<file path="config.mk">
export PLATFORM = sky130hd
export DESIGN_NAME = abc_result_accum
export DESIGN_NICKNAME = d
export VERILOG_FILES = /design/src/rtl/abc_result_accum.sv
export SDC_FILE = /design/constraint.sdc
export NUM_CORES = 1
export LEC_CHECK = 0
export CAP_MARGIN = 15
export CORE_MARGIN = 4
export CORE_UTILIZATION = 55
export DETAILED_ROUTE_END_ITERATION = 16
export GPL_ROUTABILITY_DRIVEN = 1
export PLACE_DENSITY_LB_ADDON = 0.1
export SYNTH_ARGS = -nofsm -noshare
export SYNTH_HDL_FRONTEND = slang
export SYNTH_SLANG_ARGS = --single-unit
</file>
<file path="constraint.sdc">
create_clock -name PI_clk -period 8.9 [get_ports PI_clk]
set_input_delay 1.78 -clock PI_clk [delete_from_list [all_inputs] [get_ports PI_clk]]
set_output_delay 1.78 -clock PI_clk [all_outputs]
set_load 0.02 [all_outputs]
</file>
<file path="src/rtl/abc_result_accum.sv">
// Frame accumulator behind the 17-bit add/subtract datapath: sums PI_len results
// with saturation, tracks the frame maximum and holds the total until it is taken.
module abc_result_accum #(
  parameter int IN_W  = 17,
  parameter int ACC_W = 25,
  parameter int LEN_W = 8
) (
  input  logic             PI_clk,
  input  logic             PI_rst_n,
  input  logic             PI_clear,
  input  logic [LEN_W-1:0] PI_len,
  input  logic             PI_in_valid,
  output logic             PO_in_ready,
  input  logic [IN_W-1:0]  PI_in_data,
  output logic             PO_sum_valid,
  input  logic             PI_sum_ready,
  output logic [ACC_W-1:0] PO_sum,
  output logic [IN_W-1:0]  PO_max,
  output logic             PO_ovf,
  output logic [LEN_W-1:0] PO_count
);

  typedef enum logic {ACCUM, HOLD} state_t;

  state_t           state_q, state_d;
  logic [ACC_W-1:0] acc_q, acc_d, sum_q, sum_d;
  logic [IN_W-1:0]  max_q, max_d, omax_q, omax_d;
  logic             ovf_q, ovf_d, oovf_q, oovf_d;
  logic [LEN_W-1:0] count_q, count_d, len_q, len_d;

  logic             beat;
  logic             last;
  logic [LEN_W-1:0] eff_len;
  logic [LEN_W-1:0] len_m1;
  logic [ACC_W:0]   acc_wide;
  logic [ACC_W-1:0] acc_new;
  logic [IN_W-1:0]  max_new;
  logic             ovf_new;

  always_comb begin
    beat     = PI_in_valid && (state_q == ACCUM);
    // The frame length is taken live on the first beat, latched afterwards.
    eff_len  = (count_q == '0) ? PI_len : len_q;
    // Modular subtraction makes len 0 terminate at count 2^LEN_W-1.
    len_m1   = eff_len - LEN_W'(1);
    last     = (count_q == len_m1);
    acc_wide = {1'b0, acc_q} + (ACC_W+1)'(PI_in_data);
    acc_new  = acc_wide[ACC_W] ? {ACC_W{1'b1}} : acc_wide[ACC_W-1:0];
    ovf_new  = ovf_q | acc_wide[ACC_W];
    max_new  = (PI_in_data > max_q) ? PI_in_data : max_q;
  end

  always_comb begin
    state_d = state_q;
    acc_d   = acc_q;
    max_d   = max_q;
    ovf_d   = ovf_q;
    count_d = count_q;
    len_d   = len_q;
    sum_d   = sum_q;
    omax_d  = omax_q;
    oovf_d  = oovf_q;

    unique case (state_q)
      ACCUM: begin
        if (beat) begin
          if (count_q == '0) len_d = PI_len;
          if (last) begin
            sum_d   = acc_new;
            omax_d  = max_new;
            oovf_d  = ovf_new;
            acc_d   = '0;
            max_d   = '0;
            ovf_d   = 1'b0;
            count_d = '0;
            state_d = HOLD;
          end else begin
            acc_d   = acc_new;
            max_d   = max_new;
            ovf_d   = ovf_new;
            count_d = count_q + LEN_W'(1);
          end
        end
      end
      HOLD: begin
        if (PI_sum_ready) state_d = ACCUM;
      end
      default: state_d = ACCUM;
    endcase

    if (PI_clear) begin
      state_d = ACCUM;
      acc_d   = '0;
      max_d   = '0;
      ovf_d   = 1'b0;
      count_d = '0;
      sum_d   = '0;
      omax_d  = '0;
      oovf_d  = 1'b0;
    end
  end

  always_ff @(posedge PI_clk or negedge PI_rst_n) begin
    if (!PI_rst_n) begin
      state_q <= ACCUM;
      acc_q   <= '0;
      max_q   <= '0;
      ovf_q   <= 1'b0;
      count_q <= '0;
      len_q   <= '0;
      sum_q   <= '0;
      omax_q  <= '0;
      oovf_q  <= 1'b0;
    end else begin
      state_q <= state_d;
      acc_q   <= acc_d;
      max_q   <= max_d;
      ovf_q   <= ovf_d;
      count_q <= count_d;
      len_q   <= len_d;
      sum_q   <= sum_d;
      omax_q  <= omax_d;
      oovf_q  <= oovf_d;
    end
  end

  assign PO_in_ready  = (state_q == ACCUM);
  assign PO_sum_valid = (state_q == HOLD);
  assign PO_sum       = sum_q;
  assign PO_max       = omax_q;
  assign PO_ovf       = oovf_q;
  assign PO_count     = count_q;

endmodule

</file>
==> flow_metrics.py <==
metrics = {
    "synthesis": {
        "ys_top_cells_by_area": "dfrtp_1, ha_1, a211oi_2, nor2_1, mux2i_1",
        "yosys-top-cells-count": "dfrtp_1, nor2_1, nand2_1",
        "synthCells": 683,
        "async_flop_share": 1.00,
        "yosys_register_bits": 103,
        "seq_area_frac_synth": 0.392,
        "syn-num-nets": 751,
        "ys.flop_type": "dfrtp_1",
        "synth_area_sq_um": 6580,
        "synth_edf_count": 0,
        "synth_area_leader_cell": "dfrtp_1",
        "yosys.cell_types.count": 69,
        "netlist.area_leader.share": 0.392,
        "yosysWarnings": 0,
        "synth_area_per_cell_sq_um": 9.63,
        "synth.most_common_cell": "dfrtp_1",
    },
    "timing": {
        "min_period_over_period": 0.566,
        "relSlewSlack": 0.253,
        "setup_viol": 0,
        "min_period_ns": 5.04,
        "clock.fmax_mhz": 199,
        "fin_skew_ns": 0.00675,
        "hold_viol": 0,
        "worstMarginPinSlew_ns": 1.12,
        "rsz0062_at_grt": "false",
        "tns_ns": 0,
        "slew_viol_final": 0,
    },
    "clock_network": {
        "postCtsSetupBuffers": 0,
        "cts.sinks": 103,
        "clock_latency_ns": 0.35,
        "cts_tree": "yes",
        "clockBufferDepth": 2,
        "ctsResizeCount": 0,
        "path_clk_slew_ns": 0.07,
        "root_buffer": "clkbuf_16",
        "htree_num_levels": 3,
        "cts_buffers": 9,
        "cts_hold_buf": 0,
    },
    "grt": {
        "grt_first_pass_wirelength_mm": 28.5,
        "grt_max_degree": 84,
        "grt_pass1_vias": 5634,
        "antenna_found_initial": 0,
        "grt_usage": 0.252,
        "grt.overflow.total": 0,
    },
    "placement": {
        "dpl.cell_count": 876,
        "gp_congestion": 0.929,
        "portBuffers": 82,
        "post_dp_cell_area_sq_um": 7380,
        "post-dp-hpwl_mm": 11.9,
    },
    "layout": {
        "postLayoutCellArea_sq_um": 7680,
        "finalNetCount": 812,
        "area_delta_synth_final_pct": 16.8,
        "insertedDiodeCount": 0,
        "drive_above_1_share": 0.119,
        "final_cells": 891,
    },
    "worst_setup_path": {
        "crit_required_ns": 9.14,
        "critPathLaunchType": "primary input",
        "crit_arrival_ns": 5.28,
        "max_stage_delay_ns": 1.01,
        "critical_path_class": "in -> reg",
        "cpMostUsedCell": "mux2i_1",
        "critPathMaxFanout": 83,
        "end_kind": "register",
        "crit_chain": "clkdlybuf4s50_1, mux2i_1, ha_1, nor4bb_1, xnor2_1, mux2i_1, nor4_2, and4_4, a211oi_4, a32o_2",
        "cp_slowest_cell": "and4_4",
    },
    "detailed_routing": {
        "viasPerCell": 6.11,
        "drc": 0,
        "dr.first_iter.drc_count": 350,
        "drt-total-wl_mm": 17.0,
        "wl_per_cell_um": 19.0,
        "drtAntennaViolNets": 0,
        "first_pass_iters": 5,
        "vias": 5448,
    },
    "flow_run": {
        "drv_cap": 0,
    },
    "worst_hold_path": {
        "min_path_type": "reg -> reg",
    },
    "die": {
        "die_x_um": 117,
        "placement_rows": 39,
        "coreArea_sq_um": 11600,
        "start_util": 0.569,
        "die-area_sq_um": 13800,
        "die_h_um": 117,
        "ioPinCount": 83,
    },
    "pwr": {
        "pwr_density_cell_nw_per_um2": 163,
        "ir_drop_mv": 0.127,
        "power_mw": 1.25,
        "p_leak_nw": 3.25,
    },
    "run_status": {
        "status": "finished, final reports clean",
    },
}
sequential cells by signal, summed over array words and instances (netlist names):
name          count
PO_sum           25
max_q            17
PO_max           17
PO_sum_valid      1
ovf_q             1
len_q             8
PO_count          8
PO_ovf            1
acc_q            25
through the flow:
stage	utilization	worst slack [ns]	hold slack (ns)
global placement	0.638	3.59	0.469
finish	0.664	3.86	0.492
global route	0.664	3.61	0.526
floorplan	-	4.76	0.454
CTS	0.664	3.86	0.494
detailed placement	0.638	3.49	0.479
path summary, 6_finish.rpt:
check	startpoint	to	slack [ns]	cells after the start
max	PI_len[0]	max_q[11]	3.86	10
max in group asynchronous	PI_rst_n	acc_q[23]	6.26	2
min	acc_q[5]	acc_q[5]	0.49	2
min in group asynchronous	PI_rst_n	PO_max[9]	1.38	1
min reg2reg	acc_q[5]	acc_q[5]	0.49	2
max reg2reg	PO_count[0]	max_q[11]	4.15	13
cell usage in the layout, fill, tap and decap left out, drive strengths merged, types with 9 or more instances in the layout:
cell	instances
a211oi	44
a21o	10
a21oi	37
a32o	17
clkbuf	12
clkdlybuf4s50	80
dfrtp	103
ha	37
inv	35
mux2	9
mux2i	30
nand2	51
nand2b	9
nand3	19
nor2	86
nor3	14
o21ai	45
xnor2	16
xor2	9
area by class of cell:
class / instances / area, sq um
Clock buffer: 12 / 256
Inverter: 35 / 131
Timing Repair Buffer: 87 / 851
Sequential cell: 103 / 2580
Tap cell: 143 / 179
Clock inverter: 3 / 42.5
Multi-Input combinational cell: 508 / 3640
Fill cell: 943 / 3880
cells by family (layout without fill, tap and decap cells):
kind of cell / Yosys count / count (layout) / synth area share
simple gates: 214 / 214 / 0.156
compound gates: 192 / 192 / 0.229
flops: 103 / 103 / 0.392
buf+inv: 72 / 137 / 0.0555
mux: 39 / 39 / 0.0611
fa+ha+maj: 38 / 38 / 0.0734
xor+xnor: 25 / 25 / 0.0333
routing by layer:
layer | wire length (um) | GRT usage | vias to the layer above
li1 | - | - | 2603
met1 | 7660 | 0.328 | 2696
met2 | 8340 | 0.423 | 130
met3 | 724 | 0.0558 | 19
met4 | 240 | 0.0733 | 0
met5 | 0 | 0 | -
power breakdown:
part / total, mW / internal (mW) / switching, mW
combinational: 0.328 / 0.129 / 0.198
clock: 0.404 / 0.232 / 0.173
sequential: 0.519 / 0.495 / 0.0238
worst max-delay path: cells and delay by family:
kind	cells	cell delay, ns
AND/OR/NAND/NOR	3	1.65
XOR/XNOR	1	0.16
buffers and inverters	1	0.42
multiplexers	2	0.38
adder cells (fa/ha/maj)	1	0.28
AO/OA/AOI/OAI	2	0.57
No activity file was read; power rests on OpenSTA's default activity.
==> variant, RTL diff (same flow settings) <==
`ACC_W`: 25 -> 21.
--- a/src/rtl/abc_result_accum.sv
+++ b/src/rtl/abc_result_accum.sv
@@ -2,7 +2,7 @@
 // with saturation, tracks the frame maximum and holds the total until it is taken.
 module abc_result_accum #(
   parameter int IN_W  = 17,
-  parameter int ACC_W = 25,
+  parameter int ACC_W = 21,
   parameter int LEN_W = 8
 ) (
   input  logic             PI_clk,
Ports: changed (resized PO_sum); port bits go from 83 to 79. The function was not compared with the original's and may differ.
==> variant against the original RTL <==
  * Sequential cell count decreased by 8
  * Total power decreased by 12%
  * Die area decreased by 11%
  * Final area decreased by 11%
  * Count of clock-buffer cells in the layout decreased by 2
  * Synthesized cell count decreased by 8.1%
  * Global-route usage decreased by 0.35 points
  * Area after synthesis decreased by 12%
  * Worst setup slack got worse by 180 ps
  * Via count decreased by 9.6%
  * Wire length decreased by 15%
  * Fmax decreased by 3.5%
  * Critical path type is now reg2reg
  * Largest power group unchanged
==> variant: results (changes against the original RTL) <==
| Metric | Value |
|---|---|
| Max_slew headroom | `0.193 (-0.0598)` |
| First drt pass iteration count | `4 (-1)` |
| Clk network pwr share | `0.278 (-0.045)` |
| GP Congestion | `0.934 (+0.59%)` |
| Syn_nets | `696 (-7.3%)` |
| Status | `completed` |
| Post-synth top flop | `dfrtp_1` |
| # setup viols final | `0 (unchanged)` |
| Critical path launch point | `PO_count[0]$_DFFE_PN0P_` |
| Layout Skew | `9.59 ps (+2.84 ps)` |
| Top cells by area, synth | `dfrtp_1, ha_1, a211oi_1` |
| Final WL | `14.4 mm (-15%)` |
| CTS buffer count | `9 (unchanged)` |
| Sw Ratio | `0.324 (+0.00810)` |
| 1st-iter DRT viols | `261 (-25%)` |
| # fillers | `875 (-7.2%)` |
| Layout cells sized above 1 | `0.0547 (-0.0643)` |
| Clk Latency, worst-skew pair | `380 ps (+30 ps)` |
| Area of placed instances | `6670 um2 (-9.7%)` |
| Share of the cycle needed by the critical path after routing | `0.587 (+0.0207)` |
| I/O Buffers | `78 (-4.9%)` |
| N_diodes | `0 (unchanged)` |
| VDD IR max | `0.000134 V (+5.9%)` |
| Vias post-DR | `4923 (-9.6%)` |
| Reg clk slew, reported paths | `90 ps (+20 ps)` |
| Vias in the first global route | `4965 (-12%)` |
| CP max FO | `76 (-8.4%)` |
| Post-synthesis sequential area ratio | `0.408 (+0.0166)` |
| Root buf cell | `clkbuf_8` |
| Setup WS pre-CTS | `3600 ps (+107 ps)` |
| Tot GR Track Use | `0.248 (-0.00345)` |
| Pin count of the biggest net entering global routing | `77 (-8.3%)` |
| Most frequent cells after synthesis | `dfrtp_1, nor2_1, nand2_1, o21ai_0, a211oi_1` |
| Leak pwr | `2.95 nW (-9.2%)` |
| Hold Crit Class | `reg2reg` |
| Netlist cell types | `56 (-19%)` |
| Register share of total power | `0.439 (+0.024)` |
| R2R setup slack | `3680 ps (-470 ps)` |
| First-pass GRT wire length | `24.9 mm (-13%)` |
| R2R depth | `14 (+1)` |
| NumNets Final | `760 (-6.4%)` |
| DP Wirelength | `10.4 mm (-13%)` |
variant: changes by cell type after synthesis, moves of 7 or more:
cell / before / now
a211oi_1: 8 / 39
a211oi_2: 35 / 2
a32o_1: 7 / 17
a32o_2: 10 / 0
and3_1: 2 / 9
buf_6: 10 / 1
dfrtp_1: 103 / 95
mux2i_1: 30 / 22
nand4_1: 8 / 15
nor2_1: 85 / 68
variant: metal layers:
metal | routed length [um] | track usage
met1 | 6870 | 0.349
met2 | 6720 | 0.391
met3 | 608 | 0.0584
met4 | 182 | 0.0583
met5 | 0 | 0
variant: area by class of cell:
class                   count  area [um2]  share of cell area
clock buffers              10         128              0.0186
clock inverters             4        72.6              0.0106
inverters                  36         135              0.0197
multi-input cells         466        3170               0.461
flip-flops and latches     95        2380               0.346
well taps                 136         170              0.0248
repair buffers             84         818               0.119
variant: per-stage QoR:
| step | util | std cells | total power [mW] | hold WS [ps] |
|---|---|---|---|---|
| 2_1_floorplan | - | 628 | 0.711 | 450 |
| 3_3_place_gp | 0.646 | 817 | 0.794 | 468 |
| 3_5_place_dp | 0.646 | 817 | 0.801 | 476 |
| 4_1_cts | 0.665 | 831 | 1.11 | 497 |
| 5_1_grt | 0.665 | 831 | 1.17 | 507 |
| 6_report | 0.665 | 831 | 1.10 | 492 |
variant: cell families after synthesis:
kind of cell,count (synthesis),synth area share
AND/OR/NAND/NOR,189,0.153
AO/OA/AOI/OAI,188,0.220
flip-flops,95,0.408
buffers and inverters,67,0.0511
adder cells (fa/ha/maj),38,0.0830
multiplexers,28,0.0501
XOR/XNOR,23,0.0346
variant: how the worst min path moves through the flow:
stage	start	to
4_1_cts	acc_q[9]$_DFFE_PN0P_	acc_q[9]$_DFFE_PN0P_
5_1_grt	acc_q[6]$_DFFE_PN0P_	acc_q[6]$_DFFE_PN0P_
6_report	acc_q[6]$_DFFE_PN0P_	acc_q[6]$_DFFE_PN0P_
2_1_floorplan	len_q[6]$_DFFE_PN0P_	len_q[6]$_DFFE_PN0P_
3_3_place_gp	acc_q[3]$_DFFE_PN0P_	acc_q[3]$_DFFE_PN0P_
3_5_place_dp	acc_q[9]$_DFFE_PN0P_	acc_q[9]$_DFFE_PN0P_
variant: worst max-delay path, cell delays in order, from the launching register on:
cell and delay [ps]:
dfrtp_1 520, inv_1 110, ha_1 160, or4b_4 510, nor2_1 690, mux2i_1 390, ha_1 320, nand3b_1 140
mux2_2 290, a32oi_1 160, mux2_4 200, a211oi_4 50, buf_4 360, a211oi_2 1000, a32o_1 240
